`config.mk`:
```
export PLATFORM = sky130hd
export DESIGN_NAME = fm_stream_source
export DESIGN_NICKNAME = d
export VERILOG_FILES = /design/src/rtl/fm_stream_source.sv
export SDC_FILE = /design/constraint.sdc
export NUM_CORES = 1
export LEC_CHECK = 0
export CORE_ASPECT_RATIO = 1.25
export CORE_MARGIN = 4
export CORE_UTILIZATION = 50
export CTS_CLUSTER_DIAMETER = 50
export DETAILED_ROUTE_END_ITERATION = 16
export HOLD_SLACK_MARGIN = 0.15
export MAX_ROUTING_LAYER = met4
export PLACE_DENSITY_LB_ADDON = 0.15
export SLEW_MARGIN = 30
export SYNTH_ARGS = -nofsm -noshare
export SYNTH_HDL_FRONTEND = slang
export SYNTH_SLANG_ARGS = --single-unit
export TNS_END_PERCENT = 30
```
`constraint.sdc`:
```
create_clock -name i_clk -period 4.23 [get_ports i_clk]
set_input_delay 0.423 -clock i_clk [delete_from_list [all_inputs] [get_ports i_clk]]
set_output_delay 0.423 -clock i_clk [all_outputs]
set_load 0.01 [all_outputs]
```
`src/rtl/fm_stream_source.sv`:
```
// Feature-map source and result sink for the PE -> relu chain. It streams a stored
// feature map into PE and captures relu results until a full output map has arrived.
module fm_stream_source #(
   parameter int KERNEL_SIZE = 3,
   parameter int FM_SIZE     = 5,
   parameter int PADDING     = 0,
   parameter int STRIDE      = 1,
   localparam int OUT_SIZE   = (FM_SIZE - KERNEL_SIZE + 2*PADDING)/STRIDE + 1,
   localparam int FM_N       = FM_SIZE**2,
   localparam int OUT_N      = OUT_SIZE**2,
   // Address widths floor at 1 bit so a single-entry buffer still has a legal port.
   localparam int FAW        = (FM_N > 1) ? $clog2(FM_N) : 1,
   localparam int RAW        = (OUT_N > 1) ? $clog2(OUT_N) : 1,
   localparam int CW         = $clog2(OUT_N) + 1
) (
   input  logic           i_clk,
   input  logic           i_rst,
   input  logic           i_wr_en,
   input  logic [FAW-1:0] i_wr_addr,
   input  logic [29:0]    i_wr_data,
   input  logic           i_start,
   output logic           o_en,
   output logic [29:0]    o_DataFM,
   input  logic           i_res_en,
   input  logic [47:0]    i_res_data,
   input  logic [RAW-1:0] i_rd_addr,
   output logic [47:0]    o_rd_data,
   output logic [CW-1:0]  o_res_cnt,
   output logic           o_busy,
   output logic           o_done
);

   // The stop decision is registered, so when PE emits results while pixels are
   // still flowing it is taken one result early.
   localparam int STOP_CNT = (FM_SIZE == KERNEL_SIZE) ? OUT_N : OUT_N - 1;

   localparam logic [FAW-1:0] LAST_IDX = FAW'(FM_N - 1);
   localparam logic [CW-1:0]  STOP_C   = CW'(STOP_CNT);
   localparam logic [CW-1:0]  FULL_C   = CW'(OUT_N);
   localparam logic [FAW:0]   FM_N_C   = (FAW+1)'(FM_N);
   localparam logic [RAW:0]   OUT_N_C  = (RAW+1)'(OUT_N);

   typedef enum logic [2:0] {
      S_IDLE,
      S_STREAM,
      S_FLUSH,
      S_DRAIN,
      S_DONE
   } state_t;

   state_t          r_state;
   logic [FAW-1:0]  r_idx;
   logic [CW-1:0]   r_res_cnt;
   logic            r_en;
   logic [29:0]     r_data;
   logic            r_busy;
   logic            r_done;
   logic [47:0]     r_rd_data;

   logic [29:0]     r_fm  [FM_N];
   logic [47:0]     r_res [OUT_N];

   logic            w_active;
   logic            w_capture;
   logic            w_fm_wr;
   logic [RAW-1:0]  w_res_waddr;

   assign w_active    = (r_state == S_STREAM) || (r_state == S_FLUSH) || (r_state == S_DRAIN);
   assign w_capture   = w_active && i_res_en && (r_res_cnt < FULL_C);
   assign w_fm_wr     = (r_state == S_IDLE) && i_wr_en && ({1'b0, i_wr_addr} < FM_N_C);
   assign w_res_waddr = r_res_cnt[RAW-1:0];

   always_ff @(posedge i_clk) begin
      if (i_rst) begin
         r_state   <= S_IDLE;
         r_idx     <= '0;
         r_res_cnt <= '0;
         r_en      <= 1'b0;
         r_data    <= '0;
         r_busy    <= 1'b0;
         r_done    <= 1'b0;
      end else begin
         r_done <= 1'b0;
         if (w_capture) r_res_cnt <= r_res_cnt + 1'b1;
         case (r_state)
            S_IDLE: begin
               r_en   <= 1'b0;
               r_data <= '0;
               if (i_start) begin
                  r_res_cnt <= '0;
                  r_idx     <= '0;
                  r_busy    <= 1'b1;
                  r_state   <= S_STREAM;
               end
            end
            S_STREAM, S_FLUSH: begin
               if (r_res_cnt >= STOP_C) begin
                  r_en    <= 1'b0;
                  r_data  <= '0;
                  r_state <= S_DRAIN;
               end else begin
                  r_en <= 1'b1;
                  if (r_state == S_STREAM) begin
                     r_data <= r_fm[r_idx];
                     r_idx  <= r_idx + 1'b1;
                     if (r_idx == LAST_IDX) r_state <= S_FLUSH;
                  end else begin
                     r_data <= '0;
                  end
               end
            end
            S_DRAIN: begin
               r_en   <= 1'b0;
               r_data <= '0;
               if (r_res_cnt == FULL_C) begin
                  r_done  <= 1'b1;
                  r_state <= S_DONE;
               end
            end
            S_DONE: begin
               r_busy  <= 1'b0;
               r_state <= S_IDLE;
            end
            default: begin
               r_en    <= 1'b0;
               r_busy  <= 1'b0;
               r_state <= S_IDLE;
            end
         endcase
      end
   end

   // Buffers are never cleared so a reset leaves loaded pixels and results readable.
   always_ff @(posedge i_clk) begin
      if (!i_rst && w_fm_wr)   r_fm[i_wr_addr]    <= i_wr_data;
      if (!i_rst && w_capture) r_res[w_res_waddr] <= i_res_data;
   end

   always_ff @(posedge i_clk) begin
      if (i_rst)                              r_rd_data <= '0;
      else if ({1'b0, i_rd_addr} < OUT_N_C)   r_rd_data <= r_res[i_rd_addr];
      else                                    r_rd_data <= '0;
   end

   assign o_en      = r_en;
   assign o_DataFM  = r_data;
   assign o_rd_data = r_rd_data;
   assign o_res_cnt = r_res_cnt;
   assign o_busy    = r_busy;
   assign o_done    = r_done;

endmodule

```
* Word-level counts from Yosys, hierarchy flattened
Memories as Yosys holds them, arrays and structs flattened. A register that Yosys moved wholly into a read port is not among the register bits. Index checks and enable logic that the tools add are counted.
Word-level totals: bits of input ports 92, word-level logic and storage cells 77, register bits after elaboration 46, memories kept 2, bits in writable memories 1182
Cells by class: bitwise gates (word level) 3, reductions and logical operators 20, $add $sub $neg 2, magnitude comparators 4, mux-type cells 27, equal/unequal tests 12
Memory list:
- r_fm | words 25, width 30, rd ports 1, clocked after memory_dff 1, write ports 1, RTL line 60 | logic [29:0] r_fm [FM_N];
- r_res | words 9, width 48, rd ports 1, clocked after memory_dff 1, write ports 1, RTL line 61 | logic [47:0] r_res [OUT_N];
Operators with widths (number):
- two-way mux 30 bit | 2
- one-hot mux 30 bit (2 select lines) | 1
- two-way mux 5 bit | 8
- two-way mux 3 bit | 5
- adder 5 x 1 -> 5 bit (second input constant) | 2
- one-hot mux 5 bit (2 select lines) | 1
- one-hot mux 3 bit (3 select lines) | 1
- AND reduction 4 bit | 2
- OR reduction 2 bit | 4
- two-way mux 1 bit | 7
- equality test 3 x 2 -> 1 bit (second input constant) | 2
- logical AND 1 bit | 6
- inequality test 2 bit (second input constant) | 3
- inequality test 3 bit (second input constant) | 2
- equality test 5 x 4 -> 1 bit (second input constant) | 1
- equality test 5 bit (second input constant) | 1
- >= comparator 5 x 4 -> 1 bit (second input constant) | 1
- < comparator 5 x 4 -> 1 bit (second input constant) | 1
- < comparator 5 bit (second input constant) | 1
- < comparator 4 bit (second input constant) | 1
- one-hot mux 1 bit (2 select lines) | 2
- nonzero test 2 bit | 2
- equality test 3 x 1 -> 1 bit (second input constant) | 1
- equality test 3 bit (second input constant) | 1
- 7 further kinds | 10

* Logic depth before layout (Yosys ltp)
Gate-level depths: netlist of the first run.
depth in word-level cells 8, mapped depth 7, depth with buffers taken out 6

* Worst setup path after synthesis of the first run
Ideal clock, no wire load.
path type register to register, start point reg r_state[1], end point mem r_fm[24][0], enable pin, required time 3734 ps, period minus slack after synthesis 4404 ps, path slack -174 ps, library setup time 496 ps, stages on the path, launching flop included 6, arrival 3909 ps, cell sequence dfxtp_1 -> clkbuf_1 -> nor3_1 -> and3b_1 -> nand2b_1 -> nor4_1
Between the ends: cells in the longest elaborated chain, start to end 6
RTL lines:
- start: declaration | RTL line 51 | state_t r_state;
- start signal: assignment | RTL line 75 | r_state <= S_IDLE;
- start signal: assignment | RTL line 93 | r_state <= S_STREAM;
- start signal: assignment | RTL line 100 | r_state <= S_DRAIN;
- zero test 3 bit | RTL line 70 | assign w_fm_wr = (r_state == S_IDLE) && i_wr_en && ({1'b0, i_wr_addr} < FM_N_C);
- logical AND 1 bit (2 in a row) | RTL line 70
- logical AND 1 bit | RTL line 135 | if (!i_rst && w_fm_wr) r_fm[i_wr_addr] <= i_wr_data;
- two-way mux 1 bit | RTL line 135
- two-way mux 1 bit (implied by the code) | RTL line 135
- end: declaration | RTL line 60
No other way between the ends.

* Final worst setup path of the first run
start point reg r_state[2], end point mem r_res[0][40], enable pin
Between the ends: cells in the longest elaborated chain, start to end 8
RTL lines:
- equality test 3 x 1 -> 1 bit / equality test 3 x 2 -> 1 bit (equally long branches) | RTL line 68 | assign w_active = (r_state == S_STREAM) || (r_state == S_FLUSH) || (r_state == S_DRAIN);
- logical OR 1 bit | RTL line 68
- logical OR 1 bit * | RTL line 68
- logical AND 1 bit * (2 in a row) | RTL line 69 | assign w_capture = w_active && i_res_en && (r_res_cnt < FULL_C);
- logical AND 1 bit * | RTL line 136 | if (!i_rst && w_capture) r_res[w_res_waddr] <= i_res_data;
- two-way mux 1 bit * | RTL line 136
- two-way mux 1 bit (implied by the code) * | RTL line 136
- end: declaration | RTL line 61
Mark *: on every way between the ends. The rest lies on a longest branch, timed or not.

==> results of run 1 <==
## metal layers
metal,routed length [um],global-route usage (%)
met5,0,-
met4,2070,5.422
met3,5030,3.504
met2,53570,35.26
met1,42780,28.00
## sequential cells by signal, indices dropped and copies added (netlist names), named ones only
signal / count
r_state: 3
o_rd_data: 48
o_done: 1
o_busy: 1
r_fm: 750
o_en: 1
r_idx: 5
o_DataFM: 30
r_res: 432
o_res_cnt: 5
## synth_stat cells (all sizes together), types with 15 or more instances
library cell  count
mux4            276
mux2i           109
nor2            106
clkbuf           54
edfxtp         1182
buf              56
o22ai            34
a2111o           15
mux2             72
and2             18
dfxtp            99
a21oi            16
nand2            22
## power by group through the flow
stage | logic, mW | clock network [mW] | registers, mW
after CTS | 2.43 | 11.3 | 14.2
after global placement | 2.40 | 0 | 14.4
after detailed placement | 2.42 | 0 | 14.4
after global routing | 2.55 | 11.9 | 14.2
after floorplan | 1.57 | 0 | 14.4
final | 2.38 | 11.0 | 14.2
## cell type report
type | instances | area (um^2) | area share [%]
sequential | 1281 | 37490 | 66.90
multi-input combinational | 781 | 10310 | 18.40
clock buffer | 185 | 3657 | 6.527
timing repair buffer | 255 | 2441 | 4.357
tap | 1290 | 1614 | 2.881
clock inverter | 58 | 493.0 | 0.8798
inverter | 7 | 26.28 | 0.04689
antenna | 1 | 2.502 | 0.004466
## worst max-delay path by stage
stage,from,to,slack [ns],depth (start not counted)
final,r_state[2],r_res[0][40],1.41,5
after global routing,r_state[2],r_res[0][38],1.22,5
after CTS,register,o_DataFM[12],1.35,5
after detailed placement,i_rst,r_res[0][37],1.01,7
after global placement,i_rst,r_res[0][37],1.05,7
after floorplan,o_res_cnt[4],r_res[3][0],0.61,5
## cells by family after synthesis
| kind of cell | count (synthesis) | synth area share [%] |
|---|---|---|
| DFF | 1281 | 77.86 |
| AOI/OAI and AO/OA | 112 | 1.786 |
| adders and majority gates | 6 | 0.1560 |
| muxes | 457 | 16.87 |
| buffers and inverters | 117 | 1.201 |
| xor gates and xnor gates | 4 | 0.07280 |
| and+or+nand+nor | 202 | 2.059 |
## worst register-to-register path: stages, from the launching register on
cell and delay (ns):
dfxtp_1 0.46, nor3b_1 0.54, and3_1 0.34, nor2b_1 0.20, and2_2 0.53, buf_4 0.41
==> impl_metrics.ini, run 1 <==
[run_status]
outcome = finished, final reports clean

[timing]
tightestPinTransition_ns = 1.046
fin_crit_sh_pct = 66.63
finClkSkew_ns = 0.02059
fmax_mhz = 354.8
setup_ws_ns = 1.411
relSlewSlack_pct = 29.92
rsz0062_at_grt = false
finalHoldViolations = 0
slew_viol_final = 0
holdWs_ns = 0.1996
fin_setup_tns_ns = 0
fin_crit_ns = 2.819
finalSetupViolCount = 0

[grt]
grt_pass1_wl_um = 154800
overflow = 0
grt_usage_pct = 21.30
grt_max_degree = 64
antenna_found_initial = 2
grt_pass1_vias = 23550

[finish]
stdcell_count = 3858
final_nets = 2555
final_cell_area_um2 = 56030
layout-drive-gt1-share_pct = 27.19
fin_util_pct = 58.57
layout_commonest_cell = edfxtp_1
final_cell_mix = 1,182 x edfxtp_1, 276 x mux4_2, 148 x clkdlybuf4s50_1
syn_to_final_growth_pct = 16.41
n_fill_cell = 6954

[worst_setup_path]
worstPathMaxFanout = 18
critical_path_buf_inv_count = 1
start_kind = register
r2r_slack_ns = 1.41
required_ns = 4.60
slowest_stage = nor3b_1
crit_family = simple AND/OR/NAND/NOR gates
worstRegToRegCells = 5
critPathMaxStageDelay_ns = 0.54
critical_path.cell_chain = nor3b_1 > and3_1 > nor2b_1 > and2_2 > buf_4
endpoint_kind = register
critical_path_class = reg2reg
r2r_end = r_res[0][40]
worstPathArrival_ns = 3.19
r2r_start = r_state[2]

[detailed_routing]
avgRoutedWirePerCell_um = 26.81
drtPass1Iterations = 5
vias = 22280
post-route-drc-count = 0
wl_um = 103500
ant_nets = 0
via_per_inst = 5.776
drtIter0Drc = 1963

[synthesis]
yosys_warnings = 0
syn-num-nets = 2277
syn_inst = 2179
synth_top_area_share_pct = 73.74
syn_area_per_cell_um2 = 22.09
synthTopCellsByArea = edfxtp_1 74%, mux4_2 13%, dfxtp_1 4.1%
ys_seq_elements = 1281
ys.flop_type = edfxtp_1
async_reset_ff_share_pct = 0
synth-edff-count = 1182
netlist_area_um2 = 48130
synth_top_area_cell = edfxtp_1
synth_cell_types = 52
yosysSeqAreaShare_pct = 77.86

[floorplan]
chipWidth_um = 285.5
die_y_um = 354.9
initial_utilization_pct = 50.32
row_count = 127
core_um2 = 95660
ios = 178
die-area_um2 = 101300

[clock_network]
cts.sinks = 1281
cts_root_buf = clkbuf_16
post_cts_resized = 0
path_clk_slew_ns = 0.06
cts_htree_levels = 4
clockBufferDepth = 3
numCtsBuffers = 131
holdBufCountCts = 0
cts_tree = done
clk_latency_ns = 0.72
post-cts-setup-buffers = 0

[worst_hold_path]
hp-class = in2reg
min_to = r_fm[2][5]
hp-start = i_wr_data[5]
min_path_cells = 1

[pwr]
p_switching_mw = 6.007
total_power_mw = 27.57
p_leak_nw = 17.55
power_frac_clock_pct = 40.0
seqPwrFrac_pct = 51.4
vdd_drop_max_v = 0.0003279
p_int_mw = 21.56
powerDensity_nw_per_um2 = 492.0
power_frac_comb_pct = 8.6
switching_share_pct = 21.79

[place]
dp_hpwl_um = 62510
place_area_um2 = 51860
dp_cells = 3610
finalWeightedCongestion = 0.8155
io_buffers = 177
dp_slack_ns = 1.006

[run]
drv_cap = 0
(Power assumes the default switching activity.)
==> run 2: changes to the inputs <==
==> constraint.sdc (replaced) <==
create_clock -name i_clk -period 2.6 [get_ports i_clk]
set_input_delay 0.26 -clock i_clk [delete_from_list [all_inputs] [get_ports i_clk]]
set_output_delay 0.26 -clock i_clk [all_outputs]
set_load 0.01 [all_outputs]
==> run 2 against run 1 <==
Compared with the run above: non-clock buffer count is 85 higher; cell area grew 2.3%; combinational power grew 73%; register-to-register slack got worse by 1.2 ns; critical path type unchanged.
==> impl_metrics.ini, run 2 (same netlist as run 1, synthesis figures left out) <==
[run_status]
outcome = finished, final reports clean

[worst_hold_path]
hp-class = in2reg
hp-start = i_rd_addr[2]

[grt]
grt_pass1_vias = 23850
met1_usage_pct = 28.12
overflow = 0
grt_usage_pct = 21.40
grt_max_degree = 49
gr-usage-met3_pct = 3.421
antenna_found_initial = 4
busiest_layer = met2
use_met2_pct = 35.32
grt_pass1_wl_um = 156400

[floorplan]
chipWidth_um = 285.5
row_count = 127
core_um2 = 95660
initial_utilization_pct = 50.32
ios = 178
die-area_um2 = 101300
die_y_um = 354.9

[detailed_routing]
drtPass1Iterations = 5
vias = 22570
via_per_inst = 5.742
wl_um = 105000
post-route-drc-count = 0
avgRoutedWirePerCell_um = 26.71
drtIter0Drc = 2033
ant_nets = 0

[finish]
layout_commonest_cell = edfxtp_1
layout.area.seq_um2 = 37490
multi_input_area_um2 = 10310
largest_reg_flops = 750
final_cell_area_um2 = 57320
layout-drive-gt1-share_pct = 28.49
top_register = r_fm
final_nets = 2629
stdcell_count = 3930
syn_to_final_growth_pct = 19.08
final_cell_mix = 1,182 x edfxtp_1, 276 x mux4_2, 166 x clkdlybuf4s50_1
n_fill_cell = 6847

[clock_network]
path_clk_slew_ns = 0.06
numCtsBuffers = 120
cts_root_buf = clkbuf_16
cts.sinks = 1281
cts_htree_levels = 3
clk_latency_ns = 0.69
post_cts_resized = 0
clockBufferDepth = 3
cts_tree = done

[timing]
fin_crit_sh_pct = 91.57
rsz0062_at_grt = false
fin_crit_ns = 2.381
finalHoldViolations = 0
relSlewSlack_pct = 41.99
tightestPinTransition_ns = 0.8674
fmax_mhz = 420.0
finClkSkew_ns = 0.02537
finalSetupViolCount = 0
slew_viol_final = 0
setup_ws_ns = 0.2191

[worst_setup_path]
critical_path_buf_inv_count = 1
worstPathMaxFanout = 27
critical_path.cell_chain = buf_12 > mux4_2 > mux2i_1 > o22ai_1 > a2111o_1
critical_path_class = reg2reg
critPathMaxStageDelay_ns = 0.56
slowest_stage = mux4_2
crit_family = multiplexers
required_ns = 3.19
worstPathArrival_ns = 2.97
endpoint_kind = register
start_kind = register

[place]
finalWeightedCongestion = 0.7944
io_buffers = 177
dp_hpwl_um = 65460
dp_slack_ns = 0.08637
place_area_um2 = 53220
dp_cells = 3691

[pwr]
p_leak_nw = 18.07
vdd_drop_max_v = 0.0005968
powerDensity_nw_per_um2 = 780.7

[run]
drv_cap = 0
==> run 2: cell count changes in the layout (fill, tap and decap cells not counted), moves of 8 or more <==
cell	previous run	this run
buf_12	11	69
buf_4	65	88
buf_2	26	8
clkdlybuf4s50_1	148	166
clkbuf_16	136	122
bufinv_16	5	13
clkinv_1	17	9
dlygate4sd3_1	0	8
==> run 2: area by class of cell <==
type / instances / share of cell area (%)
Timing Repair Buffer: 340 / 6.691
Inverter: 7 / 0.04584
Tap cell: 1290 / 2.816
Multi-Input combinational cell: 781 / 17.98
Clock inverter: 54 / 1.172
Sequential cell: 1281 / 65.40
Clock buffer: 173 / 5.870
Antenna cell: 4 / 0.01746
==> run 2: timing repair <==
| action | CTS | global route |
|---|---|---|
| endpoints found under the hold margin | 6 | 175 |
| hold buffers | 1 | 7 |
| setup buffers | 0 | 0 |
| setup endpoints to repair | 0 | 0 |
==> run 2: per-layer routing <==
| metal | vias up | wire length, um |
|---|---|---|
| li1 | 9795 | - |
| met3 | 152 | 5461 |
| met4 | 0 | 2367 |
| met2 | 636 | 54230 |
| met1 | 11980 | 42910 |
| met5 | - | 0 |
==> run 2: worst paths after layout <==
kind	to	slack, ns	depth (start not counted)
max	o_DataFM[14]	0.22	5
min	o_rd_data[18]	0.29	4
max reg2reg	o_DataFM[14]	0.22	5
min reg2reg	o_DataFM[4]	0.46	1
==> run 2: power by group <==
part           internal [mW]  total, mW  switching (mW)
Clock                   10.3       17.7            7.38
Sequential              22.8       22.9           0.154
Combinational           2.07       4.12            2.05
Total                   35.2       44.7            9.58
==> run 2: per-stage QoR <==
step | utilization [%] | hold WS (ns) | setup TNS [ns] | power [mW]
floorplan | - | 0.3589 | -264.78 | 25.93
global placement | 55.64 | 0.4424 | 0 | 27.50
detailed placement | 55.64 | 0.4464 | 0 | 27.57
CTS | 59.87 | 0.2467 | 0 | 45.25
global route | 59.91 | 0.2836 | 0 | 46.37
finish | 59.92 | 0.2872 | 0 | 44.74
==> run 2: worst register-to-register path, stage by stage, from the launching register on <==
cell and delay [ns]:
dfxtp_4 0.40, buf_12 0.24, mux4_2 0.59, mux2i_1 0.40, o22ai_1 0.23, a2111o_1 0.41
